===== config.mk =====
export PLATFORM = sky130hd
export DESIGN_NAME = dvp_byte_tx
export DESIGN_NICKNAME = d
export VERILOG_FILES = /design/src/rtl/dvp_byte_tx.sv
export SDC_FILE = /design/constraint.sdc
export NUM_CORES = 1
export LEC_CHECK = 0
export CAP_MARGIN = 10
export CORE_UTILIZATION = 31
export CTS_BUF_LIST = sky130_fd_sc_hd__clkbuf_2 sky130_fd_sc_hd__clkbuf_4 sky130_fd_sc_hd__clkbuf_8
export DETAILED_ROUTE_END_ITERATION = 7
export GPL_ROUTABILITY_DRIVEN = 0
export SLEW_MARGIN = 20
export SYNTH_ARGS = -nofsm -noshare
export SYNTH_HDL_FRONTEND = slang
export SYNTH_SLANG_ARGS = --single-unit
export TNS_END_PERCENT = 10

===== constraint.sdc =====
create_clock -name tpclk -period 2.71 [get_ports tpclk]
set_input_delay 0.813 -clock tpclk [delete_from_list [all_inputs] [get_ports tpclk]]
set_output_delay 0.813 -clock tpclk [all_outputs]
set_load 0.05 [all_outputs]

===== src/rtl/dvp_byte_tx.sv =====
// DVP camera-side byte transmitter: RGB565 pixels in, high/low bytes out framed by vs_o/de_o timing.
// Build option DVP_TX_COLORBAR_EN adds a pattern_en input selecting an internal 8-bar colour source.
module dvp_byte_tx #(
    parameter int unsigned H_ACTIVE  = 640,
    parameter int unsigned V_ACTIVE  = 480,
    parameter int unsigned H_BLANK   = 16,
    parameter int unsigned VS_CYCLES = 8,
    parameter int unsigned V_BACK    = 32,
    parameter int unsigned V_FRONT   = 32
) (
    input  logic        tpclk,
    input  logic        rst_n,
    input  logic        enable,
`ifdef DVP_TX_COLORBAR_EN
    input  logic        pattern_en,
`endif
    input  logic [15:0] pix_data,
    input  logic        pix_valid,
    output logic        pix_ready,
    output logic [7:0]  data_out,
    output logic        de_o,
    output logic        vs_o,
    output logic        underflow,
    output logic        frame_done
);

    localparam int unsigned LINE_BYTES = 2 * H_ACTIVE;
    localparam int unsigned BW         = $clog2(LINE_BYTES) + 1;
    localparam int unsigned LW         = $clog2(V_ACTIVE) + 1;
    localparam int unsigned T_A        = (VS_CYCLES > V_BACK) ? VS_CYCLES : V_BACK;
    localparam int unsigned T_B        = (H_BLANK > V_FRONT) ? H_BLANK : V_FRONT;
    localparam int unsigned T_MAX      = (T_A > T_B) ? T_A : T_B;
    localparam int unsigned TW         = $clog2(T_MAX) + 1;

    localparam logic [TW-1:0] VS_LAST   = TW'(VS_CYCLES - 1);
    localparam logic [TW-1:0] VB_LAST   = TW'(V_BACK - 1);
    localparam logic [TW-1:0] HB_LAST   = TW'(H_BLANK - 1);
    localparam logic [TW-1:0] VF_LAST   = TW'(V_FRONT - 1);
    localparam logic [BW-1:0] BYTE_LAST = BW'(LINE_BYTES - 1);
    localparam logic [LW-1:0] LINE_LAST = LW'(V_ACTIVE - 1);

    typedef enum logic [2:0] {IDLE, VSYNC, VBACK, ACTIVE, HBLANK, VFRONT} state_t;

    state_t        state, state_nx;
    logic [TW-1:0] tcnt, tcnt_nx;
    logic [BW-1:0] bcnt, bcnt_nx;
    logic [LW-1:0] line_cnt, line_nx;
    logic [7:0]    lo_byte, lo_nx;
    logic [7:0]    data_nx;
    logic          de_nx, vs_nx, und_nx, fd_nx;
    logic          vs_entry;
    logic          load;
    logic          src_ok;
    logic [15:0]   src_pix;

    // Cycle whose next output byte is the high byte of a new pixel.
    always_comb begin
        load = 1'b0;
        case (state)
            VBACK:   load = (tcnt == VB_LAST);
            HBLANK:  load = (tcnt == HB_LAST) && (line_cnt != LINE_LAST);
            ACTIVE:  load = bcnt[0] && (bcnt != BYTE_LAST);
            default: load = 1'b0;
        endcase
    end

`ifdef DVP_TX_COLORBAR_EN
    logic          pat_mode;
    logic [BW-1:0] px;
    logic [2:0]    bar;
    logic [15:0]   bar_pix;

    // Pixel column of the pixel about to be loaded; 0 at the start of every line.
    always_comb begin
        px  = (state == ACTIVE) ? ((bcnt + BW'(1)) >> 1) : '0;
        bar = 3'((32'(px) * 32'd8) / H_ACTIVE);
        case (bar)
            3'd0:    bar_pix = 16'hFFFF;
            3'd1:    bar_pix = 16'hFFE0;
            3'd2:    bar_pix = 16'h07FF;
            3'd3:    bar_pix = 16'h07E0;
            3'd4:    bar_pix = 16'hF81F;
            3'd5:    bar_pix = 16'hF800;
            3'd6:    bar_pix = 16'h001F;
            default: bar_pix = 16'h0000;
        endcase
    end

    // Pattern selection is latched once per frame as VSYNC begins.
    always_ff @(posedge tpclk or negedge rst_n) begin
        if (!rst_n) begin
            pat_mode <= 1'b0;
        end else if (vs_entry) begin
            pat_mode <= pattern_en;
        end
    end

    assign pix_ready = load && !pat_mode;
    assign src_ok    = pat_mode || pix_valid;
    assign src_pix   = pat_mode ? bar_pix : pix_data;
`else
    assign pix_ready = load;
    assign src_ok    = pix_valid;
    assign src_pix   = pix_data;
`endif

    // Next state, counters and next registered outputs.
    always_comb begin
        state_nx = state;
        tcnt_nx  = tcnt;
        bcnt_nx  = bcnt;
        line_nx  = line_cnt;
        lo_nx    = lo_byte;
        data_nx  = 8'h00;
        und_nx   = underflow;
        vs_entry = 1'b0;

        case (state)
            IDLE: begin
                if (enable) begin
                    state_nx = VSYNC;
                    tcnt_nx  = '0;
                end
            end
            VSYNC: begin
                if (tcnt == VS_LAST) begin
                    state_nx = VBACK;
                    tcnt_nx  = '0;
                end else begin
                    tcnt_nx = tcnt + TW'(1);
                end
            end
            VBACK: begin
                if (tcnt == VB_LAST) begin
                    state_nx = ACTIVE;
                    tcnt_nx  = '0;
                    bcnt_nx  = '0;
                    line_nx  = '0;
                end else begin
                    tcnt_nx = tcnt + TW'(1);
                end
            end
            ACTIVE: begin
                if (bcnt == BYTE_LAST) begin
                    state_nx = HBLANK;
                    tcnt_nx  = '0;
                end else begin
                    bcnt_nx = bcnt + BW'(1);
                end
            end
            HBLANK: begin
                if (tcnt == HB_LAST) begin
                    tcnt_nx = '0;
                    if (line_cnt == LINE_LAST) begin
                        state_nx = VFRONT;
                    end else begin
                        state_nx = ACTIVE;
                        bcnt_nx  = '0;
                        line_nx  = line_cnt + LW'(1);
                    end
                end else begin
                    tcnt_nx = tcnt + TW'(1);
                end
            end
            VFRONT: begin
                if (tcnt == VF_LAST) begin
                    tcnt_nx  = '0;
                    state_nx = enable ? VSYNC : IDLE;
                end else begin
                    tcnt_nx = tcnt + TW'(1);
                end
            end
            default: state_nx = IDLE;
        endcase

        // A missing pixel still occupies its two byte slots, sent as zeros.
        if (load) begin
            data_nx = src_ok ? src_pix[15:8] : 8'h00;
            lo_nx   = src_ok ? src_pix[7:0]  : 8'h00;
            und_nx  = underflow | ~src_ok;
        end else if ((state == ACTIVE) && !bcnt[0]) begin
            data_nx = lo_byte;
        end

        vs_entry = (state_nx == VSYNC) && (state != VSYNC);
        if (vs_entry) begin
            und_nx = 1'b0;
        end

        vs_nx = (state_nx == VSYNC);
        de_nx = (state_nx == ACTIVE);
        fd_nx = (state_nx == VFRONT) && (tcnt_nx == VF_LAST);
    end

    always_ff @(posedge tpclk or negedge rst_n) begin
        if (!rst_n) begin
            state      <= IDLE;
            tcnt       <= '0;
            bcnt       <= '0;
            line_cnt   <= '0;
            lo_byte    <= 8'h00;
            data_out   <= 8'h00;
            de_o       <= 1'b0;
            vs_o       <= 1'b0;
            underflow  <= 1'b0;
            frame_done <= 1'b0;
        end else begin
            state      <= state_nx;
            tcnt       <= tcnt_nx;
            bcnt       <= bcnt_nx;
            line_cnt   <= line_nx;
            lo_byte    <= lo_nx;
            data_out   <= data_nx;
            de_o       <= de_nx;
            vs_o       <= vs_nx;
            underflow  <= und_nx;
            frame_done <= fd_nx;
        end
    end

endmodule

**After elaboration in Yosys (flattened, before gate mapping)**

Cells that the tools add are included.

- Register bits after elaboration: 51
- Output and inout bits: 13

- Muxes and demuxes: 31
- Add/sub/neg operators: 3
- Eq/ne operators: 21
- Bitwise logic cells: 2
- Reduce and logical (&&, ||, !) cells: 13

Operators by type and width:

| cell | count |
|---|---|
| 2-to-1 mux 12 bit | 4 |
| case mux 12 bit (3 select lines) | 1 |
| 2-to-1 mux 8 bit | 4 |
| 2-to-1 mux 10 bit | 3 |
| 2-to-1 mux 6 bit | 5 |
| case mux 6 bit (5 select lines) | 1 |
| 2-to-1 mux 3 bit | 7 |
| case mux 10 bit (2 select lines) | 1 |
| case mux 3 bit (6 select lines) | 1 |
| adder 12 x 1 -> 12 bit (second input constant) | 1 |
| == test 12 x 11 -> 1 bit (second input constant) | 1 |
| == test 6 x 5 -> 1 bit (second input constant) | 2 |
| inequality test 12 x 11 -> 1 bit (second input constant) | 1 |
| adder 10 x 1 -> 10 bit (second input constant) | 1 |
| == test 10 x 9 -> 1 bit (second input constant) | 1 |
| inequality test 10 x 9 -> 1 bit (second input constant) | 1 |
| == test 3 x 2 -> 1 bit (second input constant) | 3 |
| == test 3 bit (second input constant) | 3 |
| inequality test 2 bit (second input constant) | 4 |
| adder 6 x 1 -> 6 bit (second input constant) | 1 |
| == test 3 x 1 -> 1 bit (second input constant) | 2 |
| == test 6 x 3 -> 1 bit (second input constant) | 1 |
| == test 6 x 4 -> 1 bit (second input constant) | 1 |
| logical AND 1 bit | 5 |
| other kinds (12) | 15 |

**Longest topological paths before layout**

- Word-level depth: 7
- Gate-level depth with buffers: 8

**Least setup slack after synthesis**

No wires, ideal clock.

- Path kind: register to output
- Start: reg state[0]
- End: out pix_ready
- Path buffers: 2
- Data required time: 1.897 ns
- Slack: -0.199 ns
- Cell stages (with the launch flop): 8
- Data arrival time: 2.096 ns
- Cell sequence: dfrtp_1 -> clkbuf_1 -> or3b_2 -> nor3_2 -> a31o_2 -> a21oi_2 -> buf_2 -> inv_1

- Word-level cells in the longest chain between the ends: 2
- Elaborated cells on any way between the ends: 4
- Those cells by class: eq/ne: 3; mux: 1

Ends and longest elaborated chain:

| what | line | text |
|---|---|---|
| from (decl) | 44 | `state_t state, state_nx;` |
| from (signal assigned) | 208 | `state <= state_nx;` |
| == test 3 x 2 -> 1 bit or == test 3 bit (tied branches) | 59 | `case (state)` |
| case mux 1 bit (3 select lines) * | 59 |  |
| to (decl) | 19 | `output logic pix_ready,` |

Every way passes the cells marked *; elsewhere a longest branch is shown, timed or not.

**Final worst setup path**

- Start: reg bcnt[11]
- End: out pix_ready

- Word-level cells in the longest chain between the ends: 3

Ends and longest elaborated chain:

| what | line | text |
|---|---|---|
| from (decl) | 46 | `logic [BW-1:0] bcnt, bcnt_nx;` |
| from (signal assigned) | 210 | `bcnt <= bcnt_nx;` |
| inequality test 12 x 11 -> 1 bit | 62 | `ACTIVE: load = bcnt[0] && (bcnt != BYTE_LAST);` |
| logical AND 1 bit | 62 |  |
| case mux 1 bit (3 select lines) | 59 |  |

No other way between the ends.

==> results.md <==
* Worst-skew pair later-pin latency at approximately 0.31 ns
* Hold Path Class: in -> async
* Pre-CTS setup slack at 0.0943 ns
* Final Cycle Share at 1.04
* Critical path fanouts, max at 2
* Average size of a mapped cell at slightly above 9 sq um
* Max-slew violations at 0
* RSZ-0062 raised after global routing: yes
* Setup slack after layout at -0.118 ns
* Final setup fails at 1
* Failing checks: negative setup slack
* Port Buf Inserts at 32
* Top-count cell post-synth: dfrtp_1
* Post-Layout Inst Area at between 3000 and 4000 sq um
* Cts hold-fix bufs at 0
* Die height at roughly 94 um
* Global routing met1 resource utilization at 0.194
* Post-synth EDFFs at 0
* Synth async-reset ratio at 1.00
* Clock Sinks at between 50 and 60
* GRT overflow at 0
* Synth cell types at 50
* Nets at 348
* # Max-Cap Violations at 0
* Share of cells above drive strength 1 at 0.147
* Met3 usage at 0.0291
* Area share of the largest cell type after synthesis at 0.489
* Dpl hpwl at 4060 um
* Static leakage at between 1 and 1.5 nW
* CP required at around 1.9 ns
* Register area share after synthesis at 0.489
* Residual DRC count at 0
* Synth Net Count at slightly above 300
* Actual slew at the worst max-slew pin at just under 0.6 ns
* GR peak layer: met2
* Initial antenna violation count at 0
* Overall power at 0.00139 W
* Total die area at approximately 9000 sq um
* H-tree depth at 2
* Fillers at 822
* CTS clock-pin slew for the worst setup and hold paths at around 0.10 ns
* Drt pass-1 iters at 4
* Final core utilization at 0.403
* Starting Density at 0.319
* Power per Cell Area at around 420 nW/um^2
* WL per Instance at 13.4 um
* Initial DRC Count at between 90 and 100
* Outcome: finished with violations
* Die W at roughly 94 um
* Post-DRT Antenna Nets at 0
* Fin Clk Skew at between 0.006 and 0.007 ns
* Worst Setup End Kind: output pin
* Dpl cell area at between 3000 and 4000 sq um
* Max Clk Rate at around 0.35 GHz
* Synth Register Bits at just over 50
* Synth top cells by count: dfrtp_1 (51), nand2_1 (41), nor2_1 (31)
* Crit Path Category: reg -> out
* CTS tree: yes
* CP peak stage delay at ~0.55 ns
* Final WL at around 5800 um
* Critical path cell sequence: or4b_4 -> nor4_4 -> nor2_2 -> a21oi_4 -> clkinvlp_4 -> buf_12
* Inserted Diodes at 0
* I/O pin count at 33
* Routed vias/inst at ~5
* Critical path arrival at ~2 ns
* Area Overhead vs Synth at 26.4%
* CP max stage cell: or4b_4
* Global-route wire length before repair at 9980 um
* Total CTS buffers at 5
* Maximum VDD drop at about 0.19 mV
* Cells after Synth at between 200 and 300
* Setup slack, reg-to-reg at around 0.30 ns
* Root Buffer: clkbuf_8
* CORE AREA at around 8200 sq um
* Synth Cell Area at about 2600 sq um
* Met2 usage at 0.234
* Startpoint Class: register
* Synth top area cells: dfrtp_1 (49%), nand2_1 (5.9%), nor2_1 (4.5%)
* Number of global-route vias before repair at 2139
* Slew HR at 0.603
* Largest net degree at the start of global routing at 27
* Rows at 33
* Crit path time final at 2.83 ns
* GRT Util Overall at 0.145
* Synth Warn # at 0
* Maximum clock path buffer count at 2
* Via count at 2119
* Setup TNS at -0.118 ns
* Dominant cell type by area after synthesis: dfrtp_1
* Final hold vios at 0
* Ys flop type: dfrtp_1
-- cell usage in the layout, fill, tap and decap left out, types with 2 or more instances in the layout --
cell              n
a21o_1            3
xnor2_1           7
ha_1              2
o21ai_0          18
nand4_1           8
dfrtp_1          51
nor2_1           30
and4_1            2
a21oi_1          11
nand2_1          41
inv_1             7
nand3_1           9
a31oi_1           4
nor2b_1           4
a22o_1            9
or3b_2            2
nand2b_1          6
or2_2             3
nor3_1            4
and3_1            3
clkdlybuf4s50_1  30
buf_4            21
clkbuf_8          6
xor2_1           12
-- state kept, by name (all words and copies together) (netlist names) --
name	count
bcnt	12
line_cnt	10
data_out	8
lo_byte	8
tcnt	6
state	3
de_o	1
frame_done	1
underflow	1
vs_o	1
-- stage by stage --
stage,hold slack [ns],std cells
after global routing,0.528,431
final,0.489,431
after global placement,0.463,419
after floorplan,0.450,280
after detailed placement,0.474,419
after CTS,0.497,431
-- worst paths after layout --
kind | from | endpoint | depth (start not counted)
worst max-delay path | bcnt[11] | pix_ready | 6
min in group tpclk | lo_byte[4] | lo_byte[4] | 2
worst min-delay path | rst_n | tcnt[3] | 1
worst min register to register | lo_byte[4] | lo_byte[4] | 2
worst max register to register | bcnt[11] | underflow | 7
max in group asynchronous | rst_n | state[2] | 2
-- worst max-delay path: cells and delay by family (launching register included) --
| kind | cells | cell delay (ns) |
|---|---|---|
| compound gates | 1 | 0.20 |
| buf+inv | 2 | 0.28 |
| simple gates | 3 | 0.82 |
| flops | 1 | 0.39 |
-- power by group --
group / leakage [nW] / internal [W] / switching (W)
registers: 0.666 / 0.000760 / 0
logic: 0.731 / 0.0000275 / 0.0000227
clock network: 0.0618 / 0.000304 / 0.000273
-- cells by family (layout without fill, tap and decap cells) --
family / count (synthesis) / after routing / share of synthesized area
and+or+nand+nor: 127 / 127 / 0.252
xor gates and xnor gates: 19 / 19 / 0.0638
adders and majority gates: 3 / 3 / 0.0144
DFF: 51 / 51 / 0.489
AOI/OAI and AO/OA: 56 / 56 / 0.140
buffers and inverters: 23 / 69 / 0.0360
muxes: 1 / 1 / 0.00384
-- layer usage --
metal,share of wire,wire (um)
met5,0,0
met4,0.015,87
met3,0.033,188
met2,0.48,2760
met1,0.47,2740
-- timing repair --
| item | 4_1_cts | 5_1_grt |
|---|---|---|
| gates resized for setup | 2 | 0 |
| setup buffers | 4 | 0 |
| pin swaps | 2 | 0 |
| endpoints found under the setup margin | 1 | 1 |
-- cell type report --
| type | count | area [sq um] | area share |
|---|---|---|---|
| inverter | 8 | 33.8 | 0.0102 |
| tap | 105 | 131 | 0.0398 |
| clock buffer | 6 | 82.6 | 0.0250 |
| timing repair buffer | 53 | 483 | 0.146 |
| sequential | 51 | 1280 | 0.387 |
| clock inverter | 2 | 38.8 | 0.0118 |
| multi-input combinational | 206 | 1250 | 0.380 |
No activity file was read; power rests on OpenSTA's default activity.
